$ cat config.mk
export PLATFORM = sky130hd
export DESIGN_NAME = m10k_port_arbiter
export DESIGN_NICKNAME = d
export VERILOG_FILES = /design/src/rtl/m10k_port_arbiter.sv
export SDC_FILE = /design/constraint.sdc
export NUM_CORES = 1
export LEC_CHECK = 0
export ABC_AREA = 1
export CAP_MARGIN = 20
export CORE_MARGIN = 4
export CORE_UTILIZATION = 47
export DETAILED_ROUTE_END_ITERATION = 10
export PLACE_DENSITY = 0.87
export SYNTH_ARGS = -nofsm -noshare
export SYNTH_HDL_FRONTEND = slang
export SYNTH_SLANG_ARGS = --single-unit
$ cat constraint.sdc
create_clock -name clk -period 5.4 [get_ports clk]
set_input_delay 1.08 -clock clk [delete_from_list [all_inputs] [get_ports clk]]
set_output_delay 1.08 -clock clk [all_outputs]
set_load 0.05 [all_outputs]
$ cat src/rtl/m10k_port_arbiter.sv
`default_nettype none
// ============================================================================
// Module  : m10k_port_arbiter
// Purpose : Round-robin two-port arbiter with fairness-bounded lock in front
//           of one 256x8 registered-read M10K.
//           Optional macro M10K_ARB_RDATA_REG_EN adds a read-data output stage.
// Revision: 1.0
// ============================================================================
module m10k_port_arbiter #(
  parameter int DATA_W   = 8,
  parameter int ADDR_W   = 8,
  parameter int MAX_LOCK = 16
) (
  input  logic              clk,
  input  logic              rst_n,
  input  logic              i_req0_valid,
  input  logic              i_req0_we,
  input  logic              i_req0_lock,
  input  logic [ADDR_W-1:0] i_req0_addr,
  input  logic [DATA_W-1:0] i_req0_wdata,
  output logic              o_req0_ready,
  output logic              o_rd0_valid,
  output logic [DATA_W-1:0] o_rd0_data,
  input  logic              i_req1_valid,
  input  logic              i_req1_we,
  input  logic              i_req1_lock,
  input  logic [ADDR_W-1:0] i_req1_addr,
  input  logic [DATA_W-1:0] i_req1_wdata,
  output logic              o_req1_ready,
  output logic              o_rd1_valid,
  output logic [DATA_W-1:0] o_rd1_data,
  output logic              o_mem_we,
  output logic [ADDR_W-1:0] o_mem_write_address,
  output logic [ADDR_W-1:0] o_mem_read_address,
  output logic [DATA_W-1:0] o_mem_d,
  input  logic [DATA_W-1:0] i_mem_q
);

  localparam logic [7:0] LOCK_LIMIT = 8'(MAX_LOCK);

  typedef enum logic [1:0] {
    ST_IDLE = 2'd0,
    ST_OWN0 = 2'd1,
    ST_OWN1 = 2'd2
  } state_t;

  state_t            r_state;
  logic              r_rr;
  logic [7:0]        r_lock_cnt;

  logic              w_gnt0;
  logic              w_gnt1;
  logic              w_acc;
  logic              w_id;
  logic              w_we;
  logic              w_lock;
  logic              w_other_v;
  logic [ADDR_W-1:0] w_addr;
  logic [DATA_W-1:0] w_wdata;
  logic              w_own_acc;
  logic [7:0]        w_cnt_inc;
  logic              w_limit;

  logic              r_mem_we;
  logic [ADDR_W-1:0] r_mem_wa;
  logic [ADDR_W-1:0] r_mem_ra;
  logic [DATA_W-1:0] r_mem_d;

  logic              r_p1_v;
  logic              r_p1_id;
  logic              r_p2_v;
  logic              r_p2_id;
  logic              r_rd0_valid;
  logic              r_rd1_valid;
  logic [DATA_W-1:0] r_rd0_data;
  logic [DATA_W-1:0] r_rd1_data;

  always_comb begin
    w_gnt0 = 1'b0;
    w_gnt1 = 1'b0;
    case (r_state)
      ST_OWN0: w_gnt0 = i_req0_valid;
      ST_OWN1: w_gnt1 = i_req1_valid;
      default: begin
        w_gnt0 = i_req0_valid & (~i_req1_valid | ~r_rr);
        w_gnt1 = i_req1_valid & (~i_req0_valid |  r_rr);
      end
    endcase
  end

  assign w_acc     = w_gnt0 | w_gnt1;
  assign w_id      = w_gnt1;
  assign w_we      = w_id ? i_req1_we    : i_req0_we;
  assign w_lock    = w_id ? i_req1_lock  : i_req0_lock;
  assign w_addr    = w_id ? i_req1_addr  : i_req0_addr;
  assign w_wdata   = w_id ? i_req1_wdata : i_req0_wdata;
  assign w_other_v = w_id ? i_req0_valid : i_req1_valid;
  // An accept counts toward the fairness limit once it is part of a burst.
  assign w_own_acc = w_lock | (r_state == (w_id ? ST_OWN1 : ST_OWN0));
  assign w_cnt_inc = r_lock_cnt + 8'd1;
  assign w_limit   = w_own_acc & w_other_v & (w_cnt_inc == LOCK_LIMIT);

  assign o_req0_ready = w_gnt0;
  assign o_req1_ready = w_gnt1;

  always_ff @(posedge clk or negedge rst_n) begin
    if (!rst_n) begin
      r_state    <= ST_IDLE;
      r_rr       <= 1'b0;
      r_lock_cnt <= 8'd0;
    end else if (w_acc) begin
      r_rr <= ~w_id;
      if (w_limit) begin
        r_state    <= ST_IDLE;
        r_lock_cnt <= 8'd0;
      end else if (w_lock) begin
        r_state <= w_id ? ST_OWN1 : ST_OWN0;
        if (w_other_v) r_lock_cnt <= w_cnt_inc;
      end else begin
        r_state    <= ST_IDLE;
        r_lock_cnt <= 8'd0;
      end
    end
  end

  always_ff @(posedge clk or negedge rst_n) begin
    if (!rst_n) begin
      r_mem_we <= 1'b0;
      r_mem_wa <= '0;
      r_mem_ra <= '0;
      r_mem_d  <= '0;
    end else if (w_acc) begin
      r_mem_we <= w_we;
      r_mem_wa <= w_addr;
      r_mem_ra <= w_addr;
      if (w_we) r_mem_d <= w_wdata;
    end else begin
      r_mem_we <= 1'b0;
    end
  end

  assign o_mem_we            = r_mem_we;
  assign o_mem_write_address = r_mem_wa;
  assign o_mem_read_address  = r_mem_ra;
  assign o_mem_d             = r_mem_d;

  // p1 aligns with the registered address, p2 with mem_q.
  always_ff @(posedge clk or negedge rst_n) begin
    if (!rst_n) begin
      r_p1_v  <= 1'b0;
      r_p1_id <= 1'b0;
      r_p2_v  <= 1'b0;
      r_p2_id <= 1'b0;
    end else begin
      r_p1_v  <= w_acc & ~w_we;
      r_p1_id <= w_id;
      r_p2_v  <= r_p1_v;
      r_p2_id <= r_p1_id;
    end
  end

`ifdef M10K_ARB_RDATA_REG_EN
  logic              r_s_v0;
  logic              r_s_v1;
  logic [DATA_W-1:0] r_s_data;

  always_ff @(posedge clk or negedge rst_n) begin
    if (!rst_n) begin
      r_s_v0      <= 1'b0;
      r_s_v1      <= 1'b0;
      r_s_data    <= '0;
      r_rd0_valid <= 1'b0;
      r_rd1_valid <= 1'b0;
      r_rd0_data  <= '0;
      r_rd1_data  <= '0;
    end else begin
      r_s_v0      <= r_p2_v & ~r_p2_id;
      r_s_v1      <= r_p2_v &  r_p2_id;
      r_s_data    <= i_mem_q;
      r_rd0_valid <= r_s_v0;
      r_rd1_valid <= r_s_v1;
      if (r_s_v0) r_rd0_data <= r_s_data;
      if (r_s_v1) r_rd1_data <= r_s_data;
    end
  end
`else
  always_ff @(posedge clk or negedge rst_n) begin
    if (!rst_n) begin
      r_rd0_valid <= 1'b0;
      r_rd1_valid <= 1'b0;
      r_rd0_data  <= '0;
      r_rd1_data  <= '0;
    end else begin
      r_rd0_valid <= r_p2_v & ~r_p2_id;
      r_rd1_valid <= r_p2_v &  r_p2_id;
      if (r_p2_v & ~r_p2_id) r_rd0_data <= i_mem_q;
      if (r_p2_v &  r_p2_id) r_rd1_data <= i_mem_q;
    end
  end
`endif

  assign o_rd0_valid = r_rd0_valid;
  assign o_rd1_valid = r_rd1_valid;
  assign o_rd0_data  = r_rd0_data;
  assign o_rd1_data  = r_rd1_data;

endmodule
`default_nettype wire

==> summary.md, run 1 <==
| Metric | Value |
|---|---|
| Status | complete, no violations |
| FF-to-FF path depth | 10 |
| Drt drc | 0 |
| Critical path fanouts, max | 21 |
| Min-delay worst type | reg2reg |
| Post-synthesis cell count | 299 |
| First-pass iteration count of the detailed router | 5 |
| I/O Pins | 93 |
| Setup total negative slack | 0 ps |
| Most frequent cells in the layout | nand2_1, clkdlybuf4s50_1, dfrtp_1, o21ai_0, inv_1 |
| RSZ-0062 raised after global routing | false |
| Setup Buffers After CTS | 0 |
| YS warnings | 0 |
| Post-Syn Area | 2460 um2 |
| Yosys reg bits | 50 |
| Syn Area/Cell | 8.24 um2 |
| Hold_sp | r_p1_id |
| Standard-cell row count | 26 |
| DR vias | 2250 |
| Fin nets | 435 |
| Clock Path Buffers | 2 |
| Max Cap Viol | 0 |
| Gpl congestion | 0.856 |
| Cell depth of the worst hold path | 0 |
| Die Ht | 80.4 um |
| Pwr per Cell Area | 663 nW/um2 |
| Largest net degree at the start of global routing | 51 |
| Reg clk slew, reported paths | 90 ps |
| Setup-failing EPs final | 0 |
| VDD IR max | 0.000382 V |
| WL/cell | 13.1 um |
| Design area | 3490 um2 |
| Resize count post-CTS | 0 |
| Leak pwr | 1.69 nW |
| Core footprint | 5110 um2 |
| Initial antenna violation count | 0 |
| Endpoints failing hold | 0 |
| TritonCTS clock tree | done |
| Post-synth cell types | 28 |
| Clk_skew | 7.66 ps |
| Syn nets | 351 |
| Antenna Nets Post-Route | 0 |
| Htree depth | 2 |
| Antenna cells | 0 |
| Crit-path cells | clkdlybuf4s50_1, inv_1, nor2_4, nand2_2, inv_1, clkdlybuf4s50_1 |
| Post-Place Worst Slack | 1260 ps |
| Final period util | 76.5% |
| Fillers | 415 |
| Area growth syn-to-layout | 41.9% |
| Critical Path Start Type | input pin |
| CP Capture Type | output pin |
| Layout cells sized above 1 | 6.77% |
| Global-route wire length before repair | 9690 um |
| Dpl cell area | 3360 um2 |
| Post-CTS Hold Buffers | 0 |
| Slowest cell delay on critical path | 810 ps |
| Critical path required time | 4320 ps |
| WS Path Type | in2out |
| Slew headroom | 57.4% |
| Placed Instances | 445 |
| Total congestion overflow | 0 |
| Final setup margin | 1270 ps |
| Most common cell after layout, fill and taps aside | nand2_1 |
| Vias in the first global route | 2137 |
| R2R Setup Slk | 2530 ps |
| Initial DRC Count | 134 |
| Crit path time final | 4130 ps |
| Final Max Slew Viols | 0 |
| RR Startpoint | r_state[0] |
| All-Layer GR Usage | 19.1% |
| Clk_lat worst skew | 310 ps |
| Die area | 6460 um2 |
| IO buf count | 92 |
| CTS sink cnt | 50 |
| CTS buffer count | 5 |
| Register area share after synthesis | 50.8% |
| Post-route insts no fill | 454 |
| Die Wd | 80.4 um |
| CP max stage cell | clkdlybuf4s50_1 |
| FMAX | 0.242 GHz |
| Detailed placement HPWL | 4590 um |
| Initial Util | 48.2% |
| Worst R2R End | o_mem_d[3] |
| CP arrival | 3050 ps |
| Tightest Pin Transition | 638 ps |
| Via density | 4.96 |
| Hold EP | r_p2_id |
| Clock root cell | clkbuf_8 |
| WL final | 5930 um |
==> state kept, by name, summed over array words and instances (netlist names) <==
signal,cells
o_rd1_data,8
o_mem_we,1
r_lock_cnt,8
r_p1_v,1
o_rd1_valid,1
r_p1_id,1
r_rr,1
r_p2_id,1
o_mem_d,8
r_p2_v,1
o_rd0_data,8
o_rd0_valid,1
o_mem_read_address,8
r_state,2
==> layout make-up <==
type / count / area [um2] / area share, %
Sequential cell: 50 / 1250 / 35.8
Clock buffer: 5 / 68.8 / 1.97
Multi-Input combinational cell: 200 / 973 / 27.9
Timing Repair Buffer: 94 / 943 / 27.0
Inverter: 32 / 120 / 3.44
Clock inverter: 3 / 48.8 / 1.40
Tap cell: 70 / 87.6 / 2.51
==> per-stage QoR <==
stage	power (mW)	utilization [%]	hold WS [ps]
final	2.32	68.4	359
after global placement	2.02	65.7	334
after detailed placement	2.06	65.7	340
after CTS	2.34	68.0	361
after floorplan	1.64	-	331
after global routing	2.46	68.4	366
==> worst max path at each step <==
stage,cells past startpoint,to,slack [ps],from
floorplan,5,o_req1_ready,2600,i_req1_valid
global placement,6,o_req1_ready,1310,i_req1_valid
detailed placement,6,o_req1_ready,1260,i_req1_valid
CTS,6,o_req1_ready,1260,i_req1_valid
global route,6,o_req1_ready,1170,i_req1_valid
finish,6,o_req1_ready,1270,i_req1_valid
==> Yosys cell counts <==
master | number | area, um2
a21oi_1 | 2 | 10.0
buf_2 | 4 | 20.0
buf_4 | 9 | 67.6
buf_6 | 2 | 22.5
clkbuf_1 | 2 | 7.51
dfrtp_1 | 50 | 1250
ha_1 | 4 | 50.1
inv_1 | 30 | 113
inv_2 | 2 | 7.51
nand2_1 | 101 | 379
nand2_2 | 1 | 6.26
nand2_4 | 2 | 22.5
nand3_1 | 9 | 45.0
nand3_2 | 2 | 20.0
nand3b_1 | 1 | 7.51
nand4_1 | 3 | 18.8
nor2_1 | 17 | 63.8
nor2_2 | 2 | 12.5
nor2_4 | 2 | 22.5
nor3_1 | 1 | 5.00
o21ai_0 | 42 | 210
o21ai_1 | 3 | 15.0
o21ai_2 | 1 | 8.76
o21ai_4 | 2 | 32.5
o21bai_1 | 1 | 7.51
o22ai_2 | 1 | 12.5
or2_1 | 1 | 6.26
xor2_1 | 2 | 17.5
==> kinds of logic after synthesis <==
logic type,Yosys count,synth area share (%)
xor gates and xnor gates,2,0.712
buffers and inverters,49,9.65
and+or+nand+nor,142,24.7
DFF,50,50.8
adders and majority gates,4,2.03
AOI/OAI and AO/OA,52,12.0
==> power breakdown <==
| group | total (mW) | internal [mW] | switching [mW] |
|---|---|---|---|
| registers | 0.622 | 0.532 | 0.0908 |
| clock network | 0.270 | 0.141 | 0.129 |
| logic | 1.43 | 0.437 | 0.988 |
| total | 2.32 | 1.11 | 1.21 |
==> worst max-delay path, delay by kind of cell <==
family | cells | cell delay [ps]
buffers and inverters | 4 | 1520
and+or+nand+nor | 2 | 420
==> per-layer routing <==
metal	routed length, um	vias to the layer above	share of wire [%]	GRT usage (%)
met5	0	-	0	0
met4	65	0	1.1	4.56
met3	346	8	5.8	4.71
met2	3150	73	53	35.0
met1	2360	1065	40	22.2
li1	-	1104	-	-
(Power assumes the default switching activity.)
==> inputs of run 2 (changes only) <==
--- a/config.mk
+++ b/config.mk
@@ -8,9 +8,9 @@
 export ABC_AREA = 1
 export CAP_MARGIN = 20
 export CORE_MARGIN = 4
-export CORE_UTILIZATION = 47
+export CORE_UTILIZATION = 44
 export DETAILED_ROUTE_END_ITERATION = 10
-export PLACE_DENSITY = 0.87
+export PLACE_DENSITY = 0.82
 export SYNTH_ARGS = -nofsm -noshare
 export SYNTH_HDL_FRONTEND = slang
 export SYNTH_SLANG_ARGS = --single-unit
==> constraint.sdc (replaced) <==
create_clock -name clk -period 4.1 [get_ports clk]
set_input_delay 0.82 -clock clk [delete_from_list [all_inputs] [get_ports clk]]
set_output_delay 0.82 -clock clk [all_outputs]
set_load 0.05 [all_outputs]
==> summary.md, run 2 (synthesis gave the netlist of run 1 again) <==
| Metric | Value |
|---|---|
| Status | complete, no violations |
| Clk_lat worst skew | 320 ps |
| CP startpoint | i_req0_valid |
| Most common cell after layout, fill and taps aside | nand2_1 |
| Crit path time final | 3290 ps |
| Most frequent cells in the layout | nand2_1, clkdlybuf4s50_1, dfrtp_1, o21ai_0, inv_1 |
| Slowest cell delay on critical path | 790 ps |
| CTS sink cnt | 50 |
| Critical path depth | 5 |
| Tightest Pin Transition | 626 ps |
| Slew headroom | 58.2% |
| Antenna cells | 0 |
| Met3 routed wirelength | 383 um |
| Clock Path Buffers | 2 |
| Clock root cell | clkbuf_8 |
| R2R Setup Slk | 1330 ps |
| Fillers | 456 |
| CP max stage cell | clkdlybuf4s50_1 |
| IO buf count | 92 |
| All-Layer GR Usage | 18.1% |
| Die area | 6860 um2 |
| Max layer used | met4 |
| Largest net degree at the start of global routing | 51 |
| Final period util | 80.1% |
| Global-route wire length before repair | 10300 um |
| Die Wd | 82.8 um |
| WS Path Type | in2out |
| Core footprint | 5270 um2 |
| Setup-failing EPs final | 0 |
| Resize count post-CTS | 0 |
| FMAX | 0.304 GHz |
| Antenna Nets Post-Route | 0 |
| Die Ht | 82.8 um |
| Reg clk slew, reported paths | 90 ps |
| First-pass iteration count of the detailed router | 4 |
| Critical path fanouts, max | 3 |
| DR vias | 2202 |
| Critical Path Start Type | input pin |
| I/O Pins | 93 |
| FF-to-FF path depth | 10 |
| Initial Util | 46.7% |
| TritonCTS clock tree | done |
| Initial DRC Count | 140 |
| Final Max Slew Viols | 0 |
| Gpl congestion | 0.887 |
| Min-delay worst type | reg2reg |
| Core Util, Final | 65.9% |
| Crit-path cells | clkdlybuf4s50_1, o21ai_1, o21bai_1, inv_1, clkdlybuf4s50_1 |
| Total congestion overflow | 0 |
| Critical path required time | 3280 ps |
| Drt drc | 0 |
| Vias in the first global route | 2225 |
| Post-CTS Hold Buffers | 0 |
| RSZ-0062 raised after global routing | false |
| Routed met2 length | 2960 um |
| WL final | 5920 um |
| Met1 wire length | 2530 um |
| Initial antenna violation count | 0 |
| Top delay family on crit path | buffers and inverters |
| WP buf/inv | 3 |
| Max Cap Viol | 0 |
| Clk_skew | 13.5 ps |
| Standard-cell row count | 26 |
| Endpoints failing hold | 0 |
| Fin nets | 435 |
| CP arrival | 2470 ps |
| Area growth syn-to-layout | 41.0% |
| Hold_ws | 359 ps |
| Worst R2R End | o_mem_d[4] |
| RR Startpoint | r_state[0] |
| Detailed placement HPWL | 4470 um |
| Setup Buffers After CTS | 0 |
| Crit path capture | o_req0_ready |
| Htree depth | 2 |
| WL/cell | 13.0 um |
| VDD IR max | 0.000552 V |
| Layout cells sized above 1 | 7.03% |
| Pwr per Cell Area | 868 nW/um2 |
| CTS buffer count | 5 |
| Via density | 4.85 |
| Leak pwr | 1.68 nW |
| Most numerous cell on the critical path | clkdlybuf4s50_1 |
| Setup total negative slack | 0 ps |
| CP Capture Type | output pin |
## run 2: cell types whose count changed in the layout (fill, tap and decap cells not counted)
| cell | before | now |
|---|---|---|
| bufinv_16 | 1 | 0 |
| clkinvlp_4 | 1 | 0 |
| buf_4 | 1 | 2 |
| clkinv_4 | 0 | 1 |
| inv_6 | 0 | 1 |
| clkdlybuf4s50_1 | 91 | 90 |
## run 2: worst register-to-register path, cell delays in order, from the launching register on
cell     delay (ps)
dfrtp_1         410
inv_1            70
ha_1            350
nor2_2          170
nor2_4           50
nand2_2         360
nand2_1         370
inv_1           580
nor2_4          150
nand2_1          90
nand2_1          60
## run 2: routing by layer
metal / vias up / global-route usage (%)
li1: 1098 / -
met1: 1026 / 22.2
met2: 70 / 31.4
met3: 8 / 4.65
met4: 0 / 4.90
met5: - / 0
## run 2: area by class of cell
| class | count | area (um2) | share of cell area, % |
|---|---|---|---|
| sequential | 50 | 1250 | 36.0 |
| multi-input combinational | 200 | 973 | 28.0 |
| timing repair buffer | 94 | 941 | 27.1 |
| inverter | 32 | 120 | 3.46 |
| tap | 70 | 87.6 | 2.52 |
| clock buffer | 5 | 68.8 | 1.98 |
| clock inverter | 3 | 28.8 | 0.829 |
## run 2: where the power goes
part / internal, mW / leakage [nW] / switching (mW)
Combinational: 0.584 / 0.998 / 1.29
Sequential: 0.700 / 0.633 / 0.123
Clock: 0.128 / 0.0506 / 0.186
## run 2: how the worst min path moves through the flow
stage                        from  endpoint  slack (ps)  cells past startpoint
after floorplan           r_p1_id   r_p2_id         330                      0
after global routing      r_p1_id   r_p2_id         370                      0
after detailed placement   r_p1_v    r_p2_v         340                      0
after global placement     r_p1_v    r_p2_v         330                      0
after CTS                  r_p1_v    r_p2_v         360                      0
final                      r_p1_v    r_p2_v         360                      0
## run 2: stage by stage
stage / cells / power, mW / area [um2] / setup WS, ps
detailed placement: 446 / 2.72 / 3370 / 833
global route: 454 / 3.21 / 3470 / 756
floorplan: 299 / 2.16 / 2460 / 1820
global placement: 446 / 2.68 / 3370 / 845
finish: 454 / 3.01 / 3470 / 814
CTS: 454 / 3.04 / 3470 / 821
